===== src/rtl/xgemac_wb_stats.sv =====
// rtl/xgemac_wb_stats.sv - Wishbone statistics counters, pending/mask interrupt block for the XGE MAC
// Optional build macro XGEMAC_STATS_SATURATE_EN: counters saturate instead of wrapping.
module xgemac_wb_stats #(
    parameter int CNT_W  = 32,
    parameter int ADDR_W = 8
) (
    input  logic              wb_clk_i,
    input  logic              wb_rst_i,
    input  logic [ADDR_W-1:0] wb_adr_i,
    input  logic              wb_cyc_i,
    input  logic              wb_stb_i,
    input  logic              wb_we_i,
    input  logic [31:0]       wb_dat_i,
    output logic [31:0]       wb_dat_o,
    output logic              wb_ack_o,
    output logic              wb_int_o,
    input  logic              evt_tx_frame_i,
    input  logic              evt_rx_frame_i,
    input  logic              evt_rx_crc_err_i,
    input  logic              evt_rx_ovf_i
);

    localparam logic [CNT_W-1:0]  CNT_MAX = {CNT_W{1'b1}};
    localparam logic [ADDR_W-3:0] A_CTRL  = (ADDR_W-2)'(0);
    localparam logic [ADDR_W-3:0] A_PEND  = (ADDR_W-2)'(1);
    localparam logic [ADDR_W-3:0] A_MASK  = (ADDR_W-2)'(2);
    localparam logic [ADDR_W-3:0] A_TX    = (ADDR_W-2)'(4);
    localparam logic [ADDR_W-3:0] A_RX    = (ADDR_W-2)'(5);
    localparam logic [ADDR_W-3:0] A_CRC   = (ADDR_W-2)'(6);
    localparam logic [ADDR_W-3:0] A_OVF   = (ADDR_W-2)'(7);

    logic [CNT_W-1:0]  cnt     [4];
    logic [CNT_W-1:0]  cnt_nxt [4];
    logic [3:0]        evt;
    logic [3:0]        inc;
    logic [3:0]        hit;
    logic              en;
    logic [4:0]        pend;
    logic [4:0]        mask;
    logic [ADDR_W-3:0] word;
    logic              req;
    logic              wr;
    logic              clr;
    logic [31:0]       rd_data;
    logic              unused_bits;

    assign evt         = {evt_rx_ovf_i, evt_rx_crc_err_i, evt_rx_frame_i, evt_tx_frame_i};
    assign word        = wb_adr_i[ADDR_W-1:2];
    assign req         = wb_cyc_i & wb_stb_i & ~wb_ack_o;
    assign wr          = req & wb_we_i;
    assign clr         = wr & (word == A_CTRL) & wb_dat_i[0];
    assign unused_bits = ^{wb_dat_i[31:5], wb_adr_i[1:0]};

    // hit marks the increment that produces the counter-event (max reached or wrap)
    always_comb begin
        for (int i = 0; i < 4; i++) begin
            inc[i] = en & evt[i];
`ifdef XGEMAC_STATS_SATURATE_EN
            cnt_nxt[i] = (cnt[i] == CNT_MAX) ? cnt[i] : cnt[i] + CNT_W'(1);
            hit[i]     = inc[i] & (cnt[i] != CNT_MAX) & (cnt_nxt[i] == CNT_MAX);
`else
            cnt_nxt[i] = cnt[i] + CNT_W'(1);
            hit[i]     = inc[i] & (cnt[i] == CNT_MAX);
`endif
        end
    end

    always_comb begin
        rd_data = 32'h0;
        case (word)
            A_CTRL:  rd_data = {30'h0, en, 1'b0};
            A_PEND:  rd_data = {27'h0, pend};
            A_MASK:  rd_data = {27'h0, mask};
            A_TX:    rd_data = 32'(cnt[0]);
            A_RX:    rd_data = 32'(cnt[1]);
            A_CRC:   rd_data = 32'(cnt[2]);
            A_OVF:   rd_data = 32'(cnt[3]);
            default: rd_data = 32'h0;
        endcase
    end

    always_ff @(posedge wb_clk_i or posedge wb_rst_i) begin
        if (wb_rst_i) begin
            wb_ack_o <= 1'b0;
            wb_dat_o <= 32'h0;
            wb_int_o <= 1'b0;
            en       <= 1'b1;
            pend     <= 5'h0;
            mask     <= 5'h0;
            for (int i = 0; i < 4; i++) cnt[i] <= '0;
        end else begin
            wb_ack_o <= req;
            wb_int_o <= |(pend & mask);
            if (req & ~wb_we_i) wb_dat_o <= rd_data;
            for (int i = 0; i < 4; i++) begin
                if (clr)         cnt[i] <= '0;
                else if (inc[i]) cnt[i] <= cnt_nxt[i];
            end
            if (wr && word == A_CTRL) en   <= wb_dat_i[1];
            if (wr && word == A_MASK) mask <= wb_dat_i[4:0];
            // new events override a same-cycle write-one-to-clear
            pend <= (pend & ~((wr && word == A_PEND) ? wb_dat_i[4:0] : 5'h0)) | {|hit, evt};
        end
    end

endmodule


===== config.mk =====
export PLATFORM = sky130hd
export DESIGN_NAME = xgemac_wb_stats
export DESIGN_NICKNAME = d
export VERILOG_FILES = /design/src/rtl/xgemac_wb_stats.sv
export SDC_FILE = /design/constraint.sdc
export NUM_CORES = 1
export LEC_CHECK = 0
export BUFFER_PORTS_ARGS = -buffer_cell sky130_fd_sc_hd__buf_2
export CORE_MARGIN = 2
export CORE_UTILIZATION = 60
export DETAILED_ROUTE_END_ITERATION = 10
export PLACE_DENSITY = 0.8
export SYNTH_ARGS = -nofsm -noshare
export SYNTH_HDL_FRONTEND = slang
export SYNTH_SLANG_ARGS = --single-unit

===== constraint.sdc =====
create_clock -name wb_clk_i -period 6.7 [get_ports wb_clk_i]
set_input_delay 0.67 -clock wb_clk_i [delete_from_list [all_inputs] [get_ports wb_clk_i]]
set_output_delay 0.67 -clock wb_clk_i [all_outputs]
set_load 0.01 [all_outputs]

==> results of run 1 <==
## kinds of logic (layout without fill, tap and decap cells)
logic type                 count (synthesis)  count (layout)  share of synthesized area (%)
buffers and inverters                     58             107                          3.015
muxes                                     40              40                          8.700
AOI/OAI and AO/OA                         74              74                          5.947
and+or+nand+nor                          393             393                          22.78
adders and majority gates                  4               4                         0.5533
DFF                                      173             173                          47.87
xor gates and xnor gates                 115             115                          11.13
## worst max path at each step
stage	start	end	depth (start not counted)
after global routing	wb_adr_i[2]	cnt[42]$_DFFE_PP0P_	7
after detailed placement	wb_adr_i[2]	cnt[42]$_DFFE_PP0P_	7
final	wb_adr_i[2]	cnt[42]$_DFFE_PP0P_	7
after global placement	wb_adr_i[2]	cnt[86]$_DFFE_PP0P_	7
after floorplan	wb_rst_i	cnt[0]$_DFFE_PP0P_	1
after CTS	wb_adr_i[2]	cnt[42]$_DFFE_PP0P_	7
## where the power goes
| group | internal, mW | switching (mW) |
|---|---|---|
| sequential | 1.07 | 0.0276 |
| combinational | 0.0441 | 0.0675 |
| clock | 0.504 | 0.395 |
| total | 1.62 | 0.490 |
## per-stage QoR
stage          hold WS [ps]  instance area (µm²)
6_report              462.8                 9940
5_1_grt               487.3                 9940
4_1_cts               462.1                 9940
3_5_place_dp          453.9                 9413
3_3_place_gp          448.7                 9413
2_1_floorplan         472.6                 9046
## worst register-to-register path, stage by stage (launching register included)
cell	delay [ps]
sky130_fd_sc_hd__dfrtp_1	400
sky130_fd_sc_hd__nand4b_1	290
sky130_fd_sc_hd__nor4_1	470
sky130_fd_sc_hd__and2_4	860
sky130_fd_sc_hd__buf_4	640
sky130_fd_sc_hd__nor2_1	130
## sequential cells by signal, indices dropped and copies added (netlist names)
name and cells:
wb_int_o 1, wb_dat_o 32, mask 5, cnt 128
pend 5, en 1, wb_ack_o 1
## layer usage
| metal | share of wire [%] | up-vias |
|---|---|---|
| met5 | 0 | - |
| met4 | 2.3 | 0 |
| met3 | 7.3 | 40 |
| met2 | 47 | 280 |
| met1 | 44 | 3470 |
| li1 | - | 3131 |
## synthesized netlist by cell type, types with 3 or more instances
cell type                    n  area share (%)
sky130_fd_sc_hd__nor3_1     20             1.1
sky130_fd_sc_hd__inv_1      18            0.75
sky130_fd_sc_hd__nor3b_1     3            0.25
sky130_fd_sc_hd__dfrtp_1   172              48
sky130_fd_sc_hd__nor4_1     10            0.69
sky130_fd_sc_hd__nor2b_1     6            0.41
sky130_fd_sc_hd__and3_1     12            0.83
sky130_fd_sc_hd__mux2_2      9             1.1
sky130_fd_sc_hd__nor2_2      4            0.28
sky130_fd_sc_hd__nor2_1    132             5.5
sky130_fd_sc_hd__nand4_1    43             3.0
sky130_fd_sc_hd__buf_6       4            0.50
sky130_fd_sc_hd__ha_1        4            0.55
sky130_fd_sc_hd__xor2_1     66             6.4
sky130_fd_sc_hd__or4_1       3            0.25
sky130_fd_sc_hd__o21ai_0    11            0.61
sky130_fd_sc_hd__a22oi_1     3            0.25
sky130_fd_sc_hd__and3_2      4            0.33
sky130_fd_sc_hd__nand3_1    46             2.5
sky130_fd_sc_hd__or3_1       9            0.62
sky130_fd_sc_hd__nor4_2      5            0.69
sky130_fd_sc_hd__a21o_1      4            0.33
sky130_fd_sc_hd__and4_1     14             1.4
sky130_fd_sc_hd__a32o_1      3            0.33
sky130_fd_sc_hd__and2_1      9            0.62
sky130_fd_sc_hd__clkbuf_1   17            0.71
sky130_fd_sc_hd__mux4_2     30             7.5
sky130_fd_sc_hd__a21oi_1    15            0.83
sky130_fd_sc_hd__nand2_1    56             2.3
sky130_fd_sc_hd__xnor2_1    49             4.7
sky130_fd_sc_hd__a22o_1     27             2.6
sky130_fd_sc_hd__buf_2      14            0.77
sky130_fd_sc_hd__buf_1       3            0.12
## final cells by class
class                      instances  area (µm²)
clock buffer                      22       484.2
clock inverter                     8       42.54
fill                            1086        4705
inverter                          18       72.57
multi-input combinational        626        4469
sequential                       173        4330
tap                              184       230.2
timing repair buffer              59       310.3
## layout by cell type (no fill, tap or decap), types with 17 or more instances in the layout
cell / count
sky130_fd_sc_hd__xor2_1: 66
sky130_fd_sc_hd__dfrtp_1: 172
sky130_fd_sc_hd__nand3_1: 46
sky130_fd_sc_hd__nor3_1: 20
sky130_fd_sc_hd__nand2_1: 56
sky130_fd_sc_hd__xnor2_1: 49
sky130_fd_sc_hd__clkbuf_16: 17
sky130_fd_sc_hd__inv_1: 17
sky130_fd_sc_hd__nand4_1: 43
sky130_fd_sc_hd__buf_2: 53
sky130_fd_sc_hd__nor2_1: 131
sky130_fd_sc_hd__a22o_1: 27
sky130_fd_sc_hd__mux4_2: 30
==> results.txt, run 1 <==
----------------------------------------------------
[Status]
  Status ... finished clean

[Global route]
  Met1 Track Usage GR ... 41.31%
  Antenna violations before repair ... 0
  Layer carrying the most global-route usage ... met2
  Largest net degree at the start of global routing ... 116
  First-pass GRT wire length ... 35.68 mm
  Global route overflow ... 0
  Met3 layer usage reported by global route ... 7.507%
  All-layer global routing usage ... 28.68%
  Via count of the first global-routing pass ... 6,649
  Fraction of met2 tracks used by global routing ... 42.89%

[Floorplanning]
  Die Span X ... 126.8 µm
  Core box area ... 14,640 µm²
  Vertical die dimension ... 126.8 µm
  Area enclosed by the die boundary ... 16,080 µm²
  Starting density of the core ... 61.77%
  I/O pins ... 83
  Std cell rows ... 44

[Routing]
  First-pass iteration count of the detailed router ... 5
  Per-cell routed wire length ... 19.77 µm
  Aggregate routed wire length ... 21.55 mm
  Remaining routing DRC violations ... 0
  Remaining number of nets flagged by the antenna check after routing ... 0
  Total number of vias ... 6,921
  Mean number of vias per cell ... 6.350
  First DRT Iteration DRCs ... 770

[Clock tree]
  Clock tree from TritonCTS ... built
  Number of sinks handled by clock tree synthesis ... 173
  Cell chosen for the clock root ... sky130_fd_sc_hd__clkbuf_16
  Num CTS Buffers ... 17
  Clock-pin slew reported for the worst setup and hold paths after clock tree synthesis ... 60 ps
  # Post-CTS Setup Buffers ... 0
  Hold_buf cts ... 0
  Count of cells resized by post-cts repair ... 0
  Max Buffers Root-to-Sink ... 2
  Deepest level of the CTS H-tree ... 4
  Source-to-sink clock delay at the later pin of the worst-skew pair ... 430 ps

[STA]
  Unrepaired setup endpoints after global routing ... no
  Achievable frequency ... 299.3 MHz
  Worst Tran Pin Value ... 1257 ps
  Setup violators final ... 0
  Max_slew headroom ... 15.05%
  Shortest period the worst path allows ... 3341 ps
  Post-route setup slack ... 3359 ps
  Maximum clock skew at final layout ... 7.085 ps
  Total negative slack ... 0 ps
  Pins over their slew limit ... 0
  Final Hold Fails ... 0
  Final Cycle Share ... 49.87%

[Run]
  Max-cap violations ... 0

[Worst hold path]
  Origin of the worst min-delay path ... wb_ack_o$_DFF_PP0_
  Class of the worst hold path ... reg2reg
  Worst Hold Path EP ... wb_ack_o$_DFF_PP0_
  Hold Path Cell Cnt ... 1

[Place]
  Pre-CTS WS ... 2990 ps
  DP HPWL ... 14.35 mm
  Routability cong. ... 0.8920
  Number of I/O port buffers ... 53
  Number of cells after detailed placement ... 1,060

[Critical path]
  Worst reg2reg endpoint ... cnt[42]$_DFFE_PP0P_
  Data required time at the worst endpoint ... 6990 ps
  Kind of end point of the critical path ... flip-flop
  FF-to-FF setup slack ... 3780 ps
  Largest delay share family, worst path ... simple AND/OR/NAND/NOR gates
  Slowest cell on crit path ... sky130_fd_sc_hd__and2_4
  Largest driver fanout on the critical path ... 91
  Worst-path cell chain ... buf_2, buf_4, or4_1, nor4_1, and2_4, buf_4, nor2_1
  Cell repeated most along the worst path ... sky130_fd_sc_hd__buf_4
  Arrival time at the worst endpoint ... 3630 ps
  Crit path launch type ... input port
  Buffers & Inverters on Critical Path ... 3
  Setup CP Type ... in2reg
  Source of the worst register-to-register timing path ... wb_ack_o$_DFF_PP0_
  Length in cells of the worst reg-to-reg path ... 5
  Peak per-stage delay on the critical path ... 860 ps

[Synthesis]
  Number of flops mapped to enable cells by yosys ... 0
  Async SR Flop Fraction ... 100.0%
  Post-Synthesis Cells ... 857
  Yosys cell types ... 58
  Yosys synthesis warning count ... 0
  Sequential cell area fraction in the yosys report ... 47.87%
  Post-synth top flop ... sky130_fd_sc_hd__dfrtp_1
  Average cell area after synthesis ... 10.56 µm²
  Seq cells post-synth ... 173
  Net Count, Synth ... 910
  Cell Area, Synth ... 9046 µm²

[Power and ir drop]
  Leakage Power ... 4.485 nW
  Pwr Density ... 211.9 nW/µm²
  Power, Total ... 2.106 mW
  Peak supply drop ... 193.8 µV

[Final layout]
  Final core area utilization ... 67.87%
  Final net count ... 948
  Share of final-layout standard cells stronger than drive strength 1 ... 17.66%
  Finished Layout Cells ... 1,090
  Area grow syn2layout ... 9.875%
  Antenna diode instance count ... 0

----------------------------------------------------
Power figures use the tool's default switching activity.
==> inputs of run 2 (changes only) <==
--- a/config.mk
+++ b/config.mk
@@ -7,9 +7,9 @@
 export LEC_CHECK = 0
 export BUFFER_PORTS_ARGS = -buffer_cell sky130_fd_sc_hd__buf_2
 export CORE_MARGIN = 2
-export CORE_UTILIZATION = 60
+export CORE_UTILIZATION = 54
 export DETAILED_ROUTE_END_ITERATION = 10
-export PLACE_DENSITY = 0.8
+export PLACE_DENSITY = 0.76
 export SYNTH_ARGS = -nofsm -noshare
 export SYNTH_HDL_FRONTEND = slang
 export SYNTH_SLANG_ARGS = --single-unit
==> constraint.sdc (replaced) <==
create_clock -name wb_clk_i -period 2.7 [get_ports wb_clk_i]
set_input_delay 0.27 -clock wb_clk_i [delete_from_list [all_inputs] [get_ports wb_clk_i]]
set_output_delay 0.27 -clock wb_clk_i [all_outputs]
set_load 0.01 [all_outputs]
==> results.txt, run 2 (synthesis gave the netlist of run 1 again) <==
----------------------------------------------------
[Final layout]
  Design Area, Final ... 10,310 µm² (+3.7%)
  Final net count ... 971 (+2.4%)
  Number of fillers in the final layout ... 1,315 (+21%)
  Max FFs per register ... 128 (unchanged)
  Share of final-layout standard cells stronger than drive strength 1 ... 19.76% (+2.1 points)
  Area grow syn2layout ... 13.98%
  Leading cell type in the layout, fill and taps excluded ... sky130_fd_sc_hd__dfrtp_1
  Leading cell types in the layout, fill and taps excluded ... sky130_fd_sc_hd__dfrtp_1 (172), sky130_fd_sc_hd__nor2_1 (131), sky130_fd_sc_hd__xor2_1 (66)
  Final core area utilization ... 62.62% (-5.3 points)
  Largest registers in the final layout ... cnt x128, wb_dat_o x32
  Antenna diode instance count ... 0 (unchanged)
  Register containing the most flip-flops in the final layout ... cnt

[Clock tree]
  Count of cells resized by post-cts repair ... 0 (unchanged)
  Cell chosen for the clock root ... sky130_fd_sc_hd__clkbuf_16
  Deepest level of the CTS H-tree ... 4 (unchanged)
  Num CTS Buffers ... 17 (unchanged)
  # Post-CTS Setup Buffers ... 0 (unchanged)
  Clock-pin slew reported for the worst setup and hold paths after clock tree synthesis ... 60 ps (about the same)
  Hold_buf cts ... 0 (unchanged)
  Max Buffers Root-to-Sink ... 2 (unchanged)
  Number of sinks handled by clock tree synthesis ... 173 (unchanged)
  Clock tree from TritonCTS ... built
  Source-to-sink clock delay at the later pin of the worst-skew pair ... 430 ps (about the same)

[Routing]
  First DRT Iteration DRCs ... 747 (-3.0%)
  Per-cell routed wire length ... 19.47 µm (-1.5%)
  Aggregate routed wire length ... 22.41 mm (+4.0%)
  Mean number of vias per cell ... 6.105 (-3.8%)
  First-pass iteration count of the detailed router ... 5 (unchanged)
  Total number of vias ... 7,027 (+1.5%)
  Remaining number of nets flagged by the antenna check after routing ... 0 (unchanged)
  Remaining routing DRC violations ... 0 (unchanged)

[Critical path]
  Largest delay share family, worst path ... simple AND/OR/NAND/NOR gates
  Largest driver fanout on the critical path ... 15 (-84%)
  Arrival time at the worst endpoint ... 2620 ps (-1010 ps)
  Source of the worst register-to-register timing path ... en$_DFFE_PP1N_
  Kind of end point of the critical path ... flip-flop
  Setup CP Type ... reg2reg
  Peak per-stage delay on the critical path ... 710 ps (-150 ps)
  Slowest cell on crit path ... sky130_fd_sc_hd__or4b_4
  FF-to-FF setup slack ... 390 ps (-3390 ps)
  Data required time at the worst endpoint ... 3020 ps (-3970 ps)
  Length in cells of the worst reg-to-reg path ... 5 (unchanged)
  Crit path launch type ... flip-flop
  Buffers & Inverters on Critical Path ... 0 (-3)
  Worst-path cell chain ... nand2_1, or4b_4, nor4b_1, xnor2_1, nor2_1
  Worst reg2reg endpoint ... cnt[59]$_DFFE_PP0P_

[Global route]
  First-pass GRT wire length ... 36.97 mm (+3.6%)
  Antenna violations before repair ... 0 (unchanged)
  Global route overflow ... 0 (unchanged)
  All-layer global routing usage ... 26.73% (-2.0 points)
  Largest net degree at the start of global routing ... 66 (-43%)
  Via count of the first global-routing pass ... 6,820 (+2.6%)

[Place]
  DP HPWL ... 15.60 mm (+8.7%)
  Number of I/O port buffers ... 53 (unchanged)
  Routability cong. ... 0.8800 (-1.3%)
  Post-detailed-placement cell area ... 9696 µm² (+3.0%)

[Floorplanning]
  Area enclosed by the die boundary ... 17,800 µm² (+11%)
  Die Span X ... 133.4 µm (+5.2%)
  Vertical die dimension ... 133.4 µm (+5.2%)
  Starting density of the core ... 54.94% (-6.8 points)
  Std cell rows ... 47 (+6.8%)
  Core box area ... 16,470 µm² (+12%)
  I/O pins ... 83 (unchanged)

[STA]
  Maximum clock skew at final layout ... 9.906 ps (+2.821 ps)
  Pins over their slew limit ... 0 (unchanged)
  Worst Tran Pin Value ... 820.9 ps (-436.3 ps)
  Max_slew headroom ... 45.16% (+30 points)
  Total negative slack ... 0 ps (unchanged)
  Unrepaired setup endpoints after global routing ... no
  Setup violators final ... 0 (unchanged)
  Worst hold-check slack ... -8.745 ps (-471.5 ps)
  Final Hold Fails ... 5 (+5)
  Shortest period the worst path allows ... 2308 ps
  Achievable frequency ... 433.2 MHz
  Final Cycle Share ... 85.49%

[Power and ir drop]
  Leakage Power ... 4.636 nW (+3.4%)
  Pwr Density ... 542.1 nW/µm² (+160%)
  Power, Total ... 5.589 mW (+170%)
  Peak supply drop ... 486.4 µV (+150%)

[Status]
  Violated checks ... negative hold slack
  Status ... finished with violations

[Run]
  Max-cap violations ... 0 (unchanged)

[Worst hold path]
  Class of the worst hold path ... in2async

----------------------------------------------------
==> run 2: how the worst max path moves through the flow <==
stage,to,from,cells after the start,slack (ps)
floorplan,cnt[0]$_DFFE_PP0P_,wb_rst_i,1,220
global placement,cnt[59]$_DFFE_PP0P_,en$_DFFE_PP1N_,5,420
detailed placement,cnt[5]$_DFFE_PP0P_,wb_adr_i[5],6,400
CTS,cnt[59]$_DFFE_PP0P_,en$_DFFE_PP1N_,5,400
global route,cnt[92]$_DFFE_PP0P_,en$_DFFE_PP1N_,7,260
finish,cnt[59]$_DFFE_PP0P_,en$_DFFE_PP1N_,5,390
==> run 2: through the flow <==
step / hold slack (ps) / instances / setup WS [ps]
2_1_floorplan: 362.3 / 857 / 220.1
3_3_place_gp: 448.4 / 1119 / 423.3
3_5_place_dp: 455.5 / 1119 / 401.7
4_1_cts: 2.190 / 1151 / 402.8
5_1_grt: 37.29 / 1151 / 262.2
6_report: -8.745 / 1151 / 391.7
==> run 2: cell type report <==
| cell class | instances | area (µm²) | share of cell area (%) |
|---|---|---|---|
| timing repair buffer | 82 | 558.0 | 5.412 |
| clock buffer | 20 | 446.7 | 4.332 |
| tap | 220 | 275.3 | 2.670 |
| multi-input combinational | 626 | 4461 | 43.26 |
| sequential | 173 | 4330 | 42.00 |
| inverter | 18 | 71.32 | 0.6917 |
| clock inverter | 12 | 168.9 | 1.638 |
==> run 2: report_power, final <==
group          total, mW  internal, mW  switching, mW
Sequential          2.72          2.65         0.0691
Clock               2.57          1.57           1.01
Combinational      0.299         0.125          0.174
Total               5.59          4.34           1.25
==> run 2: per-layer routing <==
metal / vias up / global-route usage (%) / wire, µm
met5: - / 0 / 0
met4: 0 / 8.629 / 393
met3: 33 / 4.528 / 1191
met2: 231 / 42.21 / 10900
met1: 3578 / 38.09 / 9918
li1: 3185 / - / -
==> inputs of run 3 (changes only) <==
--- a/config.mk
+++ b/config.mk
@@ -6,6 +6,7 @@
 export NUM_CORES = 1
 export LEC_CHECK = 0
 export BUFFER_PORTS_ARGS = -buffer_cell sky130_fd_sc_hd__buf_2
+export CORE_ASPECT_RATIO = 1.25
 export CORE_MARGIN = 2
 export CORE_UTILIZATION = 54
 export DETAILED_ROUTE_END_ITERATION = 10
==> results.txt, run 3 (synthesis gave the netlist of run 1 again) <==
----------------------------------------------------
[Global route]
  Antenna violations before repair ... 1 (+1)
  All-layer global routing usage ... 25.69% (-1.0 points)
  First-pass GRT wire length ... 35.47 mm (-4.1%)
  Largest net degree at the start of global routing ... 174 (+160%)
  Via count of the first global-routing pass ... 6,699 (-1.8%)
  Global route overflow ... 0 (unchanged)

[Floorplanning]
  Std cell rows ... 52 (+11%)
  I/O pins ... 83 (unchanged)
  Area enclosed by the die boundary ... 17,810 µm² (about the same)
  Vertical die dimension ... 148.7 µm (+11%)
  Core box area ... 16,330 µm² (-0.82%)
  Die Span X ... 119.8 µm (-10%)
  Starting density of the core ... 55.39% (+0.45 points)

[Place]
  DP HPWL ... 14.69 mm (-5.8%)
  Pre-CTS WS ... 460.9 ps (+59.15 ps)
  Number of cells after detailed placement ... 1,105 (-1.3%)
  Number of I/O port buffers ... 53 (unchanged)
  Routability cong. ... 0.9100 (+3.4%)

[Critical path]
  Arrival time at the worst endpoint ... 2590 ps (-30 ps)
  Length in cells of the worst reg-to-reg path ... 6 (+1)
  Source of the worst register-to-register timing path ... en$_DFFE_PP1N_
  Kind of end point of the critical path ... flip-flop
  FF-to-FF setup slack ... 420 ps (+30 ps)
  Crit path launch type ... flip-flop
  Worst reg2reg endpoint ... cnt[28]$_DFFE_PP0P_
  Setup CP Type ... reg2reg
  Largest driver fanout on the critical path ... 14 (-1)
  Data required time at the worst endpoint ... 3010 ps (about the same)

[Final layout]
  Share of final-layout standard cells stronger than drive strength 1 ... 19.00% (-0.76 points)
  Largest registers in the final layout ... cnt x128, wb_dat_o x32
  Leading cell types in the layout, fill and taps excluded ... sky130_fd_sc_hd__dfrtp_1 (172), sky130_fd_sc_hd__nor2_1 (131), sky130_fd_sc_hd__xor2_1 (66)
  Final net count ... 961 (-1.0%)
  Max FFs per register ... 128 (unchanged)
  Register containing the most flip-flops in the final layout ... cnt
  Leading cell type in the layout, fill and taps excluded ... sky130_fd_sc_hd__dfrtp_1
  Area grow syn2layout ... 12.90%
  Finished Layout Cells ... 1,138 (-1.1%)

[Power and ir drop]
  Peak supply drop ... 424.5 µV (-13%)
  Pwr Density ... 543.4 nW/µm² (+0.25%)
  Int Pwr ... 4.310 mW (-0.65%)
  Share of total power in combinational logic ... 4.9% (-0.4 points)
  Net switching power of the design ... 1.240 mW (-0.86%)
  Leakage Power ... 4.574 nW (-1.3%)
  Sequential share of power ... 49.0% (+0.4 points)
  Clock share of power ... 46.2% (+0.2 points)
  Fraction of power spent switching nets ... 22.35% (-0.036 points)

[STA]
  Final Cycle Share ... 84.55% (-0.94 points)
  Total negative slack ... 0 ps (unchanged)
  Worst Tran Pin Value ... 993.5 ps (+172.6 ps)
  Unrepaired setup endpoints after global routing ... no
  Worst hold-check slack ... 40.97 ps (+49.71 ps)
  Pins over their slew limit ... 0 (unchanged)
  Final Hold Fails ... 0 (-5)
  Achievable frequency ... 438.0 MHz (+1.1%)
  Max_slew headroom ... 33.77% (-11 points)
  Shortest period the worst path allows ... 2283 ps (-25.40 ps)
  Maximum clock skew at final layout ... 7.606 ps (-2.300 ps)
  Setup violators final ... 0 (unchanged)
  Post-route setup slack ... 417.1 ps (+25.40 ps)

[Routing]
  Per-cell routed wire length ... 18.75 µm (-3.7%)
  Total number of vias ... 6,894 (-1.9%)
  Aggregate routed wire length ... 21.34 mm (-4.8%)
  Mean number of vias per cell ... 6.058 (-0.77%)
  First-pass iteration count of the detailed router ... 5 (unchanged)
  Remaining number of nets flagged by the antenna check after routing ... 0 (unchanged)
  First DRT Iteration DRCs ... 852 (+14%)
  Remaining routing DRC violations ... 0 (unchanged)

[Worst hold path]
  Class of the worst hold path ... in2async

[Clock tree]
  # Post-CTS Setup Buffers ... 0 (unchanged)
  Max Buffers Root-to-Sink ... 2 (unchanged)
  Deepest level of the CTS H-tree ... 4 (unchanged)
  Source-to-sink clock delay at the later pin of the worst-skew pair ... 430 ps (about the same)
  Cell chosen for the clock root ... sky130_fd_sc_hd__clkbuf_16
  Hold_buf cts ... 0 (unchanged)
  Clock tree from TritonCTS ... built
  Clock-pin slew reported for the worst setup and hold paths after clock tree synthesis ... 70 ps (about the same)
  Number of sinks handled by clock tree synthesis ... 173 (unchanged)
  Count of cells resized by post-cts repair ... 0 (unchanged)
  Num CTS Buffers ... 17 (unchanged)

[Run]
  Max-cap violations ... 0 (unchanged)

[Status]
  Status ... finished clean

----------------------------------------------------
## run 3: cell type report
cell class	instances	area, µm²
Antenna cell	1	2.502
Clock buffer	22	484.2
Clock inverter	10	136.4
Fill cell	1293	6117
Inverter	18	71.32
Multi-Input combinational cell	626	4461
Sequential cell	173	4330
Tap cell	216	270.3
Timing Repair Buffer	72	457.9
## run 3: layer usage
layer | GRT usage [%] | up-vias | share of wire, %
li1 | - | 3160 | -
met1 | 35.94 | 3448 | 43
met2 | 39.86 | 241 | 48
met3 | 5.752 | 45 | 6.7
met4 | 9.000 | 0 | 2.4
met5 | 0 | - | 0
## run 3: worst max-delay path: stages, from the launching register on
cell and delay, ps:
sky130_fd_sc_hd__dfstp_2 660, sky130_fd_sc_hd__and4_1 310, sky130_fd_sc_hd__nand4_1 320, sky130_fd_sc_hd__buf_4 300, sky130_fd_sc_hd__nor4_1 330, sky130_fd_sc_hd__xnor2_1 170
sky130_fd_sc_hd__nor2_1 50
## run 3: through the flow
step	instance area (µm²)	util, %	power (mW)
2_1_floorplan	9050	-	2.944
3_3_place_gp	9590	58.73	3.030
3_5_place_dp	9590	58.73	3.036
4_1_cts	10210	62.53	5.578
5_1_grt	10210	62.53	5.733
6_report	10210	62.54	5.550
## run 3: power by group through the flow
stage / combinational [mW] / clock (mW) / sequential [mW]
global route: 0.310 / 2.70 / 2.73
global placement: 0.268 / 0 / 2.76
floorplan: 0.202 / 0 / 2.74
finish: 0.272 / 2.56 / 2.72
detailed placement: 0.274 / 0 / 2.76
CTS: 0.278 / 2.58 / 2.72
## run 3: worst max path at each step
stage,from,to,slack (ps),cells past startpoint
2_1_floorplan,wb_rst_i,cnt[0]$_DFFE_PP0P_,220,1
3_3_place_gp,wb_adr_i[5],mask[3]$_DFFE_PP0P_,460,5
3_5_place_dp,en$_DFFE_PP1N_,cnt[28]$_DFFE_PP0P_,460,6
4_1_cts,en$_DFFE_PP1N_,cnt[28]$_DFFE_PP0P_,400,6
5_1_grt,en$_DFFE_PP1N_,cnt[28]$_DFFE_PP0P_,290,6
6_report,en$_DFFE_PP1N_,cnt[28]$_DFFE_PP0P_,420,6
